--- config.mk ---
export PLATFORM = sky130hd
export DESIGN_NAME = pea_fire_scheduler_flat
export DESIGN_NICKNAME = d
export VERILOG_FILES = /design/src/rtl/pea_fire_scheduler_pkg.sv /design/src/rtl/pea_fire_scheduler_if.sv /design/src/rtl/pea_fire_scheduler_wdog.sv /design/src/rtl/pea_fire_scheduler.sv /design/src/flat_wrapper.sv
export SDC_FILE = /design/constraint.sdc
export NUM_CORES = 1
export LEC_CHECK = 0
export ABC_AREA = 1
export CORE_AREA = 5 5 64 66
export DETAILED_ROUTE_END_ITERATION = 12
export DIE_AREA = 0 0 69 71
export PLACE_DENSITY = 0.79
export SLEW_MARGIN = 20
export SYNTH_ARGS = -nofsm -noshare
export SYNTH_HDL_FRONTEND = slang
export SYNTH_HIERARCHICAL = 1
export SYNTH_SLANG_ARGS = --single-unit
--- constraint.sdc ---
create_clock -name clk -period 4.6 [get_ports clk]
set_input_delay 0.92 -clock clk [delete_from_list [all_inputs] [get_ports clk]]
set_output_delay 0.92 -clock clk [all_outputs]
set_load 0.02 [all_outputs]
--- src/rtl/pea_fire_scheduler_pkg.sv ---
// rtl/pea_fire_scheduler_pkg.sv - shared modes, state encodings and helpers for the PEA fire scheduler
package pea_fire_scheduler_pkg;

    // CFDF modes presented to the actor and its enable module on next_instr
    localparam logic [1:0] SETUP_INSTR = 2'b00;
    localparam logic [1:0] INSTR       = 2'b01;
    localparam logic [1:0] OUTPUT      = 2'b10;

    // Scheduler FSM states
    typedef enum logic [2:0] {
        S_IDLE    = 3'd0,
        S_WAIT_EN = 3'd1,
        S_FIRE    = 3'd2,
        S_WAIT_FC = 3'd3,
        S_ADVANCE = 3'd4,
        S_DONE    = 3'd5,
        S_ERR     = 3'd6
    } sched_state_t;

    // Ceiling log2 for sizing counters from a limit value
    function automatic int pea_log2(input int value);
        int r;
        r = 0;
        for (int i = 0; i < 31; i++) begin
            if ((1 << i) < value) begin
                r = i + 1;
            end
        end
        return r;
    endfunction

endpackage

--- src/rtl/pea_fire_scheduler_if.sv ---
// rtl/pea_fire_scheduler_if.sv - control/handshake bundle between host, PEA actor and the fire scheduler
interface pea_fire_scheduler_if #(
    parameter int CNT_W = 8
);
    logic             start;
    logic             abort;
    logic [CNT_W-1:0] num_instr;
    logic             enable;
    logic             FC;
    logic             invoke;
    logic [1:0]       next_instr;
    logic             busy;
    logic             done;
    logic             error;
    logic [CNT_W-1:0] fire_count;

    // Host / actor side: drives control and completion, observes the schedule
    modport master (
        output start, abort, num_instr, enable, FC,
        input  invoke, next_instr, busy, done, error, fire_count
    );

    // Scheduler side
    modport slave (
        input  start, abort, num_instr, enable, FC,
        output invoke, next_instr, busy, done, error, fire_count
    );
endinterface

--- src/rtl/pea_fire_scheduler_wdog.sv ---
// rtl/pea_fire_scheduler_wdog.sv - WAIT_FC watchdog counter, present only with PEA_SCHED_WDOG_EN
`ifdef PEA_SCHED_WDOG_EN
module pea_sched_wdog #(
    parameter int W     = 16,
    parameter int LIMIT = 1000
) (
    input  logic clk,
    input  logic rst,
    input  logic i_clear,
    input  logic i_run,
    output logic o_expired
);
    // r_cnt holds how many WAIT_FC cycles have already elapsed, so the
    // LIMIT-th waiting cycle is the one where r_cnt equals LIMIT-1.
    localparam logic [W-1:0] LAST = W'(LIMIT - 1);

    logic [W-1:0] r_cnt;

    // Clear when the firing is issued, count each waiting cycle, saturate at the limit
    always_ff @(posedge clk) begin
        if (!rst) begin
            r_cnt <= '0;
        end else if (i_clear) begin
            r_cnt <= '0;
        end else if (i_run && (r_cnt != LAST)) begin
            r_cnt <= r_cnt + W'(1);
        end
    end

    assign o_expired = i_run && (r_cnt == LAST);
endmodule
`endif

--- src/rtl/pea_fire_scheduler.sv ---
// rtl/pea_fire_scheduler.sv - batch firing sequencer for the PEA actor; watchdog option PEA_SCHED_WDOG_EN
module pea_fire_scheduler
    import pea_fire_scheduler_pkg::*;
#(
    parameter int CNT_W      = 8,
    parameter int WDOG_W     = 16,
    parameter int WDOG_LIMIT = 1000
) (
    input  logic                 clk,
    input  logic                 rst,
    pea_fire_scheduler_if.slave  bus
);

    sched_state_t     r_state;
    logic             r_invoke;
    logic [1:0]       r_next_instr;
    logic             r_busy;
    logic             r_done;
    logic [CNT_W-1:0] r_fire_count;
    logic [CNT_W-1:0] r_num_instr;
    logic [CNT_W-1:0] r_pair_cnt;
    logic [CNT_W-1:0] w_pair_inc;

    assign w_pair_inc = r_pair_cnt + CNT_W'(1);

`ifdef PEA_SCHED_WDOG_EN
    logic r_error;
    logic w_wdog_expired;
    logic w_wdog_clear;
    logic w_wdog_run;

    // The firing cycle arms the watchdog so it counts from the first WAIT_FC cycle
    assign w_wdog_clear = (r_state == S_FIRE);
    assign w_wdog_run   = (r_state == S_WAIT_FC);

    pea_sched_wdog #(
        .W     (WDOG_W),
        .LIMIT (WDOG_LIMIT)
    ) u_wdog (
        .clk       (clk),
        .rst       (rst),
        .i_clear   (w_wdog_clear),
        .i_run     (w_wdog_run),
        .o_expired (w_wdog_expired)
    );

    assign bus.error = r_error;
`else
    assign bus.error = 1'b0;
`endif

    // Scheduler FSM: state, mode sequencing, counters and all registered outputs
    always_ff @(posedge clk) begin
        if (!rst) begin
            r_state      <= S_IDLE;
            r_invoke     <= 1'b0;
            r_next_instr <= SETUP_INSTR;
            r_busy       <= 1'b0;
            r_done       <= 1'b0;
            r_fire_count <= '0;
            r_num_instr  <= '0;
            r_pair_cnt   <= '0;
`ifdef PEA_SCHED_WDOG_EN
            r_error      <= 1'b0;
`endif
        end else if (bus.abort && (r_state != S_IDLE)) begin
            // Abort wins over everything, including a coincident start or FC;
            // done and error keep their values so the host can still read them.
            r_state      <= S_IDLE;
            r_invoke     <= 1'b0;
            r_next_instr <= SETUP_INSTR;
            r_busy       <= 1'b0;
        end else begin
            r_invoke <= 1'b0;
            case (r_state)
                S_IDLE, S_DONE, S_ERR: begin
                    if (bus.start) begin
                        r_num_instr  <= bus.num_instr;
                        r_pair_cnt   <= '0;
                        r_fire_count <= '0;
                        r_done       <= 1'b0;
                        r_next_instr <= SETUP_INSTR;
                        r_busy       <= 1'b1;
                        r_state      <= S_WAIT_EN;
`ifdef PEA_SCHED_WDOG_EN
                        r_error      <= 1'b0;
`endif
                    end
                end

                S_WAIT_EN: begin
                    if (bus.enable) begin
                        r_invoke <= 1'b1;
                        r_state  <= S_FIRE;
                    end
                end

                // FC is deliberately not looked at here; completion counts only from WAIT_FC
                S_FIRE: begin
                    r_state <= S_WAIT_FC;
                end

                S_WAIT_FC: begin
                    if (bus.FC) begin
                        r_fire_count <= r_fire_count + CNT_W'(1);
                        r_state      <= S_ADVANCE;
                    end
`ifdef PEA_SCHED_WDOG_EN
                    else if (w_wdog_expired) begin
                        r_busy  <= 1'b0;
                        r_error <= 1'b1;
                        r_state <= S_ERR;
                    end
`endif
                end

                S_ADVANCE: begin
                    case (r_next_instr)
                        SETUP_INSTR: begin
                            if (r_num_instr == '0) begin
                                r_busy  <= 1'b0;
                                r_done  <= 1'b1;
                                r_state <= S_DONE;
                            end else begin
                                r_next_instr <= INSTR;
                                r_state      <= S_WAIT_EN;
                            end
                        end
                        INSTR: begin
                            r_next_instr <= OUTPUT;
                            r_state      <= S_WAIT_EN;
                        end
                        OUTPUT: begin
                            r_pair_cnt <= w_pair_inc;
                            if (w_pair_inc == r_num_instr) begin
                                r_busy  <= 1'b0;
                                r_done  <= 1'b1;
                                r_state <= S_DONE;
                            end else begin
                                r_next_instr <= INSTR;
                                r_state      <= S_WAIT_EN;
                            end
                        end
                        default: begin
                            r_busy  <= 1'b0;
                            r_done  <= 1'b1;
                            r_state <= S_DONE;
                        end
                    endcase
                end

                default: begin
                    r_busy       <= 1'b0;
                    r_next_instr <= SETUP_INSTR;
                    r_state      <= S_IDLE;
                end
            endcase
        end
    end

    assign bus.invoke     = r_invoke;
    assign bus.next_instr = r_next_instr;
    assign bus.busy       = r_busy;
    assign bus.done       = r_done;
    assign bus.fire_count = r_fire_count;

endmodule
--- src/flat_wrapper.sv ---
// flat-port wrapper written by rule: the top's interface ports become plain ports
module pea_fire_scheduler_flat import pea_fire_scheduler_pkg::*;
#(
    parameter int CNT_W      = 8,
    parameter int WDOG_W     = 16,
    parameter int WDOG_LIMIT = 1000
)
  (clk, rst, bus_start, bus_abort, bus_num_instr, bus_enable, bus_FC, bus_invoke, bus_next_instr, bus_busy, bus_done, bus_error, bus_fire_count);
  pea_fire_scheduler_if #(.CNT_W(CNT_W)) bus_i ();
  input  logic clk;
  input  logic rst;
  input wire logic [$bits(bus_i.start)-1:0] bus_start;
  input wire logic [$bits(bus_i.abort)-1:0] bus_abort;
  input wire logic [$bits(bus_i.num_instr)-1:0] bus_num_instr;
  input wire logic [$bits(bus_i.enable)-1:0] bus_enable;
  input wire logic [$bits(bus_i.FC)-1:0] bus_FC;
  output wire logic [$bits(bus_i.invoke)-1:0] bus_invoke;
  output wire logic [$bits(bus_i.next_instr)-1:0] bus_next_instr;
  output wire logic [$bits(bus_i.busy)-1:0] bus_busy;
  output wire logic [$bits(bus_i.done)-1:0] bus_done;
  output wire logic [$bits(bus_i.error)-1:0] bus_error;
  output wire logic [$bits(bus_i.fire_count)-1:0] bus_fire_count;
  assign bus_i.start = bus_start;
  assign bus_i.abort = bus_abort;
  assign bus_i.num_instr = bus_num_instr;
  assign bus_i.enable = bus_enable;
  assign bus_i.FC = bus_FC;
  assign bus_invoke = bus_i.invoke;
  assign bus_next_instr = bus_i.next_instr;
  assign bus_busy = bus_i.busy;
  assign bus_done = bus_i.done;
  assign bus_error = bus_i.error;
  assign bus_fire_count = bus_i.fire_count;
  pea_fire_scheduler #(.CNT_W(CNT_W), .WDOG_W(WDOG_W), .WDOG_LIMIT(WDOG_LIMIT)) u_core (.clk(clk), .rst(rst), .bus(bus_i));
endmodule
**Yosys cells after proc, flatten, opt, wreduce, memory -nomap -nowiden**

Cells that the tools add are included.

- Bits of input ports: 14
- Register bits after elaboration: 32
- Output and inout bits: 14

- Reduce and logical (&&, ||, !) cells: 18
- $add $sub $neg: 2
- Mux-type cells: 28
- Equality and inequality tests: 19
- Bitwise operators: 4

Operators by type and width:

| kind | count |
|---|---|
| $pmux 8 s2 | 2 |
| $mux 8 | 3 |
| $add 8x1->8 const B | 2 |
| $mux 3 | 5 |
| $pmux 3 s5 | 1 |
| $pmux 2 s3 | 2 |
| $reduce_and 5->1 | 2 |
| $eq 3x3->1 const B | 3 |
| $pmux 1 s3 | 3 |
| $pmux 3 s3 | 1 |
| $reduce_or 3->1 | 3 |
| $eq 8x8->1 | 1 |
| $logic_not 8->1 | 1 |
| $ne 2x2->1 const B | 4 |
| $reduce_and 4->1 | 2 |
| $mux 1 | 7 |
| $eq 3x2->1 const B | 2 |
| $mux 2 | 3 |
| $ne 3x2->1 const B | 2 |
| $ne 3x3->1 const B | 2 |
| $reduce_and 3->1 | 2 |
| $reduce_and 6->1 | 1 |
| $ne 4x3->1 const B | 1 |
| $not 1->1 | 4 |
| 11 further kinds | 12 |

**Logic depth before layout (Yosys ltp)**

Gate-level depths: netlist (run 1).

- Depth after elaboration: 5
- Depth in mapped cells: 14
- Mapped depth without buffers: 14

**Least setup slack after synthesis (run 1)**

Ideal clock, no wire load.

- Path type: input to register
- Start point: in bus_abort
- End point: reg u_core.r_pair_cnt[3]
- Setup slack: 2.793 ns
- Buffers on the path: 1
- Data arrival time: 1.665 ns
- Stages on the path: 9
- Path through: o21ai_4 inv_2 nor3_2 inv_2 nand2_4 inv_4 buf_6 a21oi_1 a211oi_2

- Word-level cells in the longest chain between the ends: 3

RTL lines:

| what | RTL line | RTL |
|---|---|---|
| from (decl) | flat_wrapper.sv:13 | `input wire logic [$bits(bus_i.abort)-1:0] bus_abort;` |
| $logic_and 1x1->1 | pea_fire_scheduler.sv:66 | `end else if (bus.abort && (r_state != S_IDLE)) begin` |
| $not 1->1 (no line) | - |  |
| $reduce_and 4->1 (no line) | - |  |
| to (signal assigned) | pea_fire_scheduler.sv:134 | `r_pair_cnt <= w_pair_inc;` |
| to (decl) | pea_fire_scheduler.sv:21 | `logic [CNT_W-1:0] r_pair_cnt;` |

No other way between the ends.
A chain may end at the register's enable or synchronous reset.

**Worst setup path in the final report (run 1)**

- Start point: in rst
- End point: reg u_core.r_state[1]

- Word-level cells in the longest chain between the ends: 2

RTL lines:

| what | RTL line | RTL |
|---|---|---|
| from (decl) | flat_wrapper.sv:11 | `input logic rst;` |
| $not 1->1 (no line) | - |  |
| $reduce_or 2->1 (no line) | - |  |
| to (signal assigned) | pea_fire_scheduler.sv:55 | `r_state <= S_IDLE;` |
| to (signal assigned) | pea_fire_scheduler.sv:69 | `r_state <= S_IDLE;` |
| to (signal assigned) | pea_fire_scheduler.sv:84 | `r_state <= S_WAIT_EN;` |
| to (decl) | pea_fire_scheduler.sv:14 | `sched_state_t r_state;` |

No other way between the ends.

==> results.txt, run 1 <==
Fmax - 420 MHz
Drt pass-1 iters - 4
Row cnt - 22
Critical path endpoint category - flip-flop
First-pass GRT wire length - 7.13 mm
DR vias - 1,813
Synth Warn # - 6
Drt drc - 0
Cts bufs inserted - 5
Pwr Density - 613 nW/um^2
Clk sinks - 32
RSZ-0062 raised after global routing - no
Type of origin of the critical path - primary input
Worst-path fanout max - 11
Final worst path period need - 2.38 ns
Synthesized area per cell - 6.92 um^2
I/O pin count - 28
FF+latch count, synth - 32
Main flop type after synthesis - dfxtp_1
EDFF count, synth - 0
Synth top area cells - dfxtp_1 (34%), nand2_1 (10%), nand3_1 (7.9%), inv_1 (6.4%), nor2_1 (5.8%)
Antenna Cells - 0
Sum Neg Setup Slack - 0 ns
# resized after CTS - 0
Detailed placer's ending HPWL - 3.13 mm
Worst path arrival time - 2.63 ns
CP most frequent cell - inv_1
Layout Cells excl Fill - 349
Sequential area share after synthesis - 33.9%
TritonCTS clock tree - done
Die area - 4900 um^2
Max-cap viol count - 0
Dominant cell type by area after synthesis - dfxtp_1
Overflow after GRT - 0
Via density - 5.19
Clock-pin slew on the worst setup and hold paths - 0.09 ns
Post-DRT Antenna Nets - 0
Initial antenna violation count - 0
Share of cells above drive strength 1 - 11.3%
Peak VDD IR - 344 uV
IO Port Bufs - 26
Measured slew at the worst slew-check pin - 0.571 ns
Setup violators final - 0
Syn Nets - 290
# Post-CTS Setup Buffers - 0
Gr usage total - 17.7%
Area of the mapped netlist - 1890 um^2
Initial Util - 53.6%
Fillers - 364
Reg2reg setup slack - 2.59 ns
Crit-path max cell delay - 0.68 ns
Chip Height - 71 um
WP data required - 4.85 ns
Largest net degree at the start of global routing - 18
Die X - 69 um
Status - completed
Synthesized instance count - 273
Worst path cell trace - clkdlybuf4s50_1, inv_1, nor2_1, inv_1, a211oi_1
Final hold violation count - 0
RD Place Congestion - 0.858
CTS Buffer Depth - 2
# nets final - 317
Vias in the first global route - 1,692
Hold Buf Count CTS - 0
Clock Latency Late Sink - 0.34 ns
Final worst setup slack - 2.22 ns
Static Leak - 0.893 nW
Async SR Flop Fraction - 0%
Count leader, synth - nand2_1
Final slew viol count - 0
H-tree lvl count - 2
Most instantiated cells after synthesis - nand2_1 (52), dfxtp_1 (32), inv_1 (32), nand3_1 (30), nor2_1 (29)
Core region area - 3520 um^2
Hold slack - 0.455 ns
Cell variety after synth - 36
Synth top area share - 33.9%
Place WS - 1.84 ns
Routed wire length - 4.15 mm
Crit-path slowest cell - clkdlybuf4s50_1
Setup Skew - 0.00478 ns
Area Overhead vs Synth - 18.1%
HP Class - reg2reg
Tcrit/Tclk final - 51.7%
CTS root buf - clkbuf_4
Slew margin rel. - 61.9%
Inst Count DP - 341
Initial DRC Count - 54
WS Path Type - in2reg
Routed length per instance - 11.9 um
==> critical path: cells and delay by family <==
family / cells / cell delay [ns]
buf+inv: 3 / 1.09
simple gates: 1 / 0.39
compound gates: 1 / 0.22
==> per-layer routing <==
layer / vias up / routed length, um / track usage, % / part of all wire [%]
met4: 0 / 47 / 8.46 / 1.1
met5: - / 0 / 0 / 0
met3: 6 / 135 / 3.55 / 3.3
met2: 31 / 2110 / 30.7 / 51
li1: 951 / - / - / -
met1: 825 / 1860 / 20.9 / 45
==> sequential cells by signal (all words and copies together) (netlist names) <==
name and flops:
u_core/bus.fire_count 8, u_core/r_num_instr 8, u_core/r_pair_cnt 8, u_core/r_state 3, u_core/bus.next_instr 2, u_core/bus.busy 1, u_core/bus.done 1, u_core/bus.invoke 1
==> cell usage in the layout (no fill, tap or decap), drive strengths merged <==
cell type / instances
ha: 2
nand4: 5
clkinv: 1
o21bai: 1
dfxtp: 32
nand2: 53
or2: 2
nor3: 6
clkbuf: 8
a31oi: 6
nand3: 31
conb: 1
xor2: 1
inv: 41
a21oi: 21
clkdlybuf4s50: 26
and3: 2
nor2: 32
fa: 1
o21ai: 18
xnor2: 3
a211oi: 8
==> final timing paths <==
path / from / endpoint / cells past startpoint
setup / recovery: rst / u_core/r_state[1]$_SDFFE_PP0P_ / 5
hold / removal: u_core/bus.done$_SDFFE_PN0P_ / u_core/bus.done$_SDFFE_PN0P_ / 2
setup reg to reg: u_core/r_state[2]$_SDFFE_PP0P_ / u_core/bus.busy$_SDFFE_PP0P_ / 11
hold reg to reg: u_core/bus.done$_SDFFE_PN0P_ / u_core/bus.done$_SDFFE_PN0P_ / 2
==> report_power, final <==
| part | switching [W] | internal (W) | total [W] |
|---|---|---|---|
| clock | 0.0000952 | 0.0000754 | 0.000171 |
| combinational | 0.000494 | 0.000269 | 0.000763 |
| sequential | 0.0000738 | 0.000361 | 0.000435 |
==> cell families (layout without fill, tap and decap cells) <==
family / Yosys count / after routing / share of synthesized area, %
other: 1 / 1 / 0.198
DFF: 32 / 32 / 33.9
xor gates and xnor gates: 4 / 4 / 1.85
and+or+nand+nor: 131 / 131 / 32.5
buffers and inverters: 48 / 76 / 10.4
adders and majority gates: 3 / 3 / 2.38
AOI/OAI and AO/OA: 54 / 54 / 18.7
==> through the flow <==
stage	total power (W)	util (%)	area [um^2]
2_1_floorplan	0.00104	-	1890
3_3_place_gp	0.00118	61.7	2170
3_5_place_dp	0.00120	61.7	2170
4_1_cts	0.00138	63.4	2230
5_1_grt	0.00149	63.4	2230
6_report	0.00137	63.4	2230
==> layout make-up <==
| cell class | count | area (um^2) | share of cell area [%] |
|---|---|---|---|
| Tap cell | 48 | 60.1 | 2.69 |
| Inverter | 42 | 160 | 7.17 |
| Clock buffer | 8 | 58.8 | 2.63 |
| Timing Repair Buffer | 26 | 260 | 11.7 |
| Sequential cell | 32 | 641 | 28.7 |
| Multi-Input combinational cell | 193 | 1050 | 47.1 |
Power figures use the tool's default switching activity.
==> run 2: changes to the inputs <==
--- a/config.mk
+++ b/config.mk
@@ -6,10 +6,10 @@
 export NUM_CORES = 1
 export LEC_CHECK = 0
 export ABC_AREA = 1
-export CORE_AREA = 5 5 64 66
+export CORE_AREA = 5 5 66 68
 export DETAILED_ROUTE_END_ITERATION = 12
-export DIE_AREA = 0 0 69 71
-export PLACE_DENSITY = 0.79
+export DIE_AREA = 0 0 71 73
+export PLACE_DENSITY = 0.75
 export SLEW_MARGIN = 20
 export SYNTH_ARGS = -nofsm -noshare
 export SYNTH_HDL_FRONTEND = slang
==> constraint.sdc (replaced) <==
create_clock -name clk -period 2.3 [get_ports clk]
set_input_delay 0.46 -clock clk [delete_from_list [all_inputs] [get_ports clk]]
set_output_delay 0.46 -clock clk [all_outputs]
set_load 0.02 [all_outputs]
==> results.txt, run 2 (synthesized netlist as in run 1, its figures left out) <==
Status - completed
Hold slack - 0.445 ns
Sw Ratio - 46.5%
# nets final - 320
Antenna Cells - 0
Clk sinks - 32
Via density - 4.97
Final slew viol count - 0
Final worst path period need - 1.88 ns
Area Overhead vs Synth - 21.1%
First-pass GRT wire length - 7.18 mm
Share of cells above drive strength 1 - 12.2%
RD Place Congestion - 0.901
Routed length per instance - 11.7 um
TritonCTS clock tree - done
Post-DRT Antenna Nets - 0
Gr usage total - 17.4%
Peak VDD IR - 725 uV
Hold Buf Count CTS - 0
Initial Util - 49.7%
Reg power frac - 30.5%
CTS root buf - clkbuf_8
Gate power share - 53.8%
Core region area - 3800 um^2
Initial antenna violation count - 0
H-tree lvl count - 2
Fmax - 532 MHz
Worst-path fanout max - 8
Largest net degree at the start of global routing - 18
WP data required - 2.46 ns
Max-cap viol count - 0
FF+latch area - 641 um^2
Clock Latency Late Sink - 0.28 ns
Final core utilization - 60.2%
IO Port Bufs - 26
Sum Neg Setup Slack - 0 ns
Tcrit/Tclk final - 81.7%
Chip Height - 73 um
Fillers - 383
HP Class - reg2reg
Static Leak - 0.921 nW
Setup Skew - 0.00486 ns
Setup violators final - 0
Reported net switching power - 0.00132 W
Multi-input logic area - 1050 um^2
RSZ-0062 raised after global routing - no
Detailed placer's ending HPWL - 3.17 mm
Vias in the first global route - 1,698
Drt drc - 0
Routed wire length - 4.14 mm
Initial DRC Count - 113
DR vias - 1,760
Die area - 5180 um^2
# resized after CTS - 0
Die X - 71 um
Overflow after GRT - 0
Type of origin of the critical path - flip-flop
# Post-CTS Setup Buffers - 0
Final hold violation count - 0
Internal power - 0.00152 W
WS Path Type - reg2reg
Pwr Density - 1240 nW/um^2
Cts bufs inserted - 5
Drt pass-1 iters - 4
Row cnt - 23
CTS Buffer Depth - 2
Commonest cells after routing, fill and taps aside - nand2_1 (52), inv_1 (32), dfxtp_1 (32)
I/O pin count - 28
Total power - 0.00283 W
Critical path endpoint category - flip-flop
Clock share of power - 15.6%
Clock-pin slew on the worst setup and hold paths - 0.06 ns
Commonest non-fill, non-tap cell in the layout - nand2_1
Worst path arrival time - 2.04 ns
==> run 2: changes by cell type in the layout (fill, tap and decap cells not counted), sizes merged <==
cell / change
buf: +3
==> run 2: layer usage <==
metal	part of all wire, %	wire length [um]	GRT usage, %
met5	0	0	0
met1	46	1910	20.5
met3	3.7	153	4.96
met4	1.5	61	7.52
met2	49	2010	29.6
==> run 2: worst paths after layout <==
path,startpoint,endpoint,slack [ns],cells past startpoint
max,u_core/r_state[2]$_SDFFE_PP0P_,u_core/bus.fire_count[5]$_SDFFE_PN0P_,0.42,5
min,u_core/bus.done$_SDFFE_PN0P_,u_core/bus.done$_SDFFE_PN0P_,0.44,2
max reg2reg,u_core/r_state[2]$_SDFFE_PP0P_,u_core/bus.fire_count[5]$_SDFFE_PN0P_,0.42,5
min reg2reg,u_core/bus.done$_SDFFE_PN0P_,u_core/bus.done$_SDFFE_PN0P_,0.44,2
==> run 2: power by group through the flow <==
| stage | sequential (W) | clock (W) | combinational (W) |
|---|---|---|---|
| after detailed placement | 0.000877 | 0 | 0.00152 |
| final | 0.000866 | 0.000443 | 0.00153 |
| after global placement | 0.000873 | 0 | 0.00149 |
| after global routing | 0.000894 | 0.000492 | 0.00172 |
| after CTS | 0.000866 | 0.000460 | 0.00153 |
| after floorplan | 0.000885 | 0 | 0.00120 |
==> run 2: layout make-up <==
class	count	area share, %
sequential	32	28.0
clock buffer	8	3.94
timing repair buffer	29	12.4
multi-input combinational	193	46.0
inverter	42	7.00
tap	50	2.73
==> run 2: through the flow <==
step,area (um^2),std cells,setup WS (ns)
2_1_floorplan,1890,273,0.616
3_3_place_gp,2200,346,0.376
3_5_place_dp,2200,346,0.346
4_1_cts,2290,354,0.413
5_1_grt,2290,354,0.181
6_report,2290,354,0.420
==> run 2: worst max-delay path: stages, from the launching register on <==
cell and delay [ns]:
dfxtp_1 0.55, inv_2 0.12, fa_1 0.55, nand3_4 0.15, o21ai_2 0.29, nor3_1 0.10
==> run 3: changes to the inputs <==
--- a/config.mk
+++ b/config.mk
@@ -6,10 +6,10 @@
 export NUM_CORES = 1
 export LEC_CHECK = 0
 export ABC_AREA = 1
-export CORE_AREA = 5 5 66 68
+export CORE_AREA = 5 5 69 71
 export DETAILED_ROUTE_END_ITERATION = 12
-export DIE_AREA = 0 0 71 73
-export PLACE_DENSITY = 0.75
+export DIE_AREA = 0 0 74 76
+export PLACE_DENSITY = 0.71
 export SLEW_MARGIN = 20
 export SYNTH_ARGS = -nofsm -noshare
 export SYNTH_HDL_FRONTEND = slang
==> constraint.sdc (replaced) <==
create_clock -name clk -period 1.56 [get_ports clk]
set_input_delay 0.312 -clock clk [delete_from_list [all_inputs] [get_ports clk]]
set_output_delay 0.312 -clock clk [all_outputs]
set_load 0.02 [all_outputs]
==> results.txt, run 3 (synthesized netlist as in run 1, its figures left out) <==
Reported net switching power - 0.00280 W
HP Class - reg2reg
CTS root buf - clkbuf_8
Pwr Density - 1980 nW/um^2
WS Path Type - reg2reg
Worst-path fanout max - 6
Row cnt - 24
Clk sinks - 32
Final worst setup slack - -0.144 ns
RD Place Congestion - 0.909
Hold slack - 0.461 ns
Final slew viol count - 0
CTS Buffer Depth - 2
DP Area - 2500 um^2
Worst Setup SP - u_core/r_pair_cnt[1]$_SDFFE_PN0P_
Overflow after GRT - 0
Cts bufs inserted - 5
First-pass GRT wire length - 8.76 mm
Drt pass-1 iters - 4
Type of origin of the critical path - flip-flop
Detailed placer's ending HPWL - 3.62 mm
Initial DRC Count - 76
I/O pin count - 28
Post-DRT Antenna Nets - 0
Slew margin rel. - 63.6%
Final hold violation count - 0
Internal power - 0.00333 W
Area Overhead vs Synth - 64.1%
Final worst path period need - 1.70 ns
Setup Skew - 0.00848 ns
Worst-case reg-to-reg path depth - 12
Vias in the first global route - 2,004
Tcrit/Tclk final - 109%
Gr usage total - 19.5%
Clock share of power - 14.6%
DR vias - 2,133
Reg2reg setup slack - -0.14 ns
Setup violators final - 20
Gate power share - 63.3%
Fin area - 3100 um^2
RSZ-0062 raised after global routing - yes
Via density - 5.31
Peak VDD IR - 1270 uV
TritonCTS clock tree - done
Initial Util - 45.3%
Antenna Cells - 0
Critical path endpoint - u_core/bus.next_instr[0]$_SDFFE_PP0P_
Sw Ratio - 45.7%
Initial antenna violation count - 0
Clock-pin slew on the worst setup and hold paths - 0.07 ns
WP data required - 1.74 ns
IO Port Bufs - 26
# nets final - 366
Die X - 74 um
Place WS - -0.179 ns
Drt drc - 0
Clock Latency Late Sink - 0.29 ns
Chip Height - 76 um
Commonest non-fill, non-tap cell in the layout - buf_4
Core region area - 4170 um^2
Max-cap viol count - 0
RR Startpoint - u_core/r_pair_cnt[1]$_SDFFE_PN0P_
Critical path endpoint category - flip-flop
Worst path arrival time - 1.88 ns
Die area - 5620 um^2
Status - finished with violations
Fmax - 587 MHz
RR Endpoint - u_core/bus.next_instr[0]$_SDFFE_PP0P_
Static Leak - 1.35 nW
Largest net degree at the start of global routing - 16
Share of cells above drive strength 1 - 45.7%
Commonest cells after routing, fill and taps aside - buf_4 (40), nand2_1 (35), inv_1 (29)
Reg power frac - 22.1%
H-tree lvl count - 2
Measured slew at the worst slew-check pin - 0.543 ns
Routed length per instance - 14.2 um
Routed wire length - 5.72 mm
Failing checks - setup timing
[run 3: cell types whose count changed in the layout (fill, tap and decap cells not counted), sizes merged, moves of 3 or more]
cell and change:
dlymetal6s2s +3, clkdlybuf4s50 -13, dlygate4sd2 +10, buf +45
[run 3: worst min path at each step]
stage,from,to,slack [ns],cells after the start
2_1_floorplan,bus_enable,u_core/bus.invoke$_SDFF_PP0_,0.43,2
3_3_place_gp,u_core/bus.done$_SDFFE_PN0P_,u_core/bus.done$_SDFFE_PN0P_,0.44,2
3_5_place_dp,u_core/bus.done$_SDFFE_PN0P_,u_core/bus.done$_SDFFE_PN0P_,0.44,2
4_1_cts,u_core/bus.done$_SDFFE_PN0P_,u_core/bus.done$_SDFFE_PN0P_,0.45,2
5_1_grt,u_core/bus.done$_SDFFE_PN0P_,u_core/bus.done$_SDFFE_PN0P_,0.50,2
6_report,u_core/bus.done$_SDFFE_PN0P_,u_core/bus.done$_SDFFE_PN0P_,0.46,2
[run 3: what timing repair did]
item / CTS / global route
pin swaps: 7 / 21
buffers inserted: 2 / 6
hold buffers: 0 / 0
endpoints found under the setup margin: 35 / 34
resized for setup: 47 / 80
gates cloned: 0 / 1
[run 3: cell type report]
cell class | instances | area, um^2
multi-input cells | 193 | 1410
fillers | 281 | 1070
flip-flops and latches | 32 | 658
repair buffers | 74 | 654
inverters | 42 | 180
clock buffers | 7 | 96.3
well taps | 52 | 65.1
clock inverters | 1 | 30.0
repair inverters | 1 | 11.3
[run 3: critical path, cell delays in order (launching register included)]
cell and delay (ns):
dfxtp_4 0.36, buf_6 0.10, nand2_4 0.04, nor2_4 0.23, nand3_2 0.14, nand3_2 0.10
nand2_2 0.05, nor2_2 0.09, nand3_2 0.11, nand2_2 0.11, nand2_4 0.07, a21oi_2 0.13
nor2_1 0.06
[run 3: through the flow]
stage	utilization, %	total power, W	setup TNS [ns]	cells
global placement	60.0	0.00408	-3.07	387
CTS	66.5	0.00529	-0.304	396
finish	74.3	0.00613	-1.13	402
detailed placement	60.0	0.00412	-3.35	387
floorplan	-	0.00310	0	273
global route	74.3	0.00654	-3.58	402
[run 3: routing by layer]
metal,GRT usage (%),wire (um)
met5,0,0
met4,8.88,164
met3,5.01,221
met2,31.4,3020
met1,23.9,2320
[run 3: power by group through the flow]
stage | registers, W | logic (W) | clock network (W)
final | 0.00135 | 0.00388 | 0.000894
after global routing | 0.00139 | 0.00420 | 0.000952
after CTS | 0.00132 | 0.00307 | 0.000908
after detailed placement | 0.00128 | 0.00284 | 0
after global placement | 0.00128 | 0.00280 | 0
after floorplan | 0.00132 | 0.00178 | 0
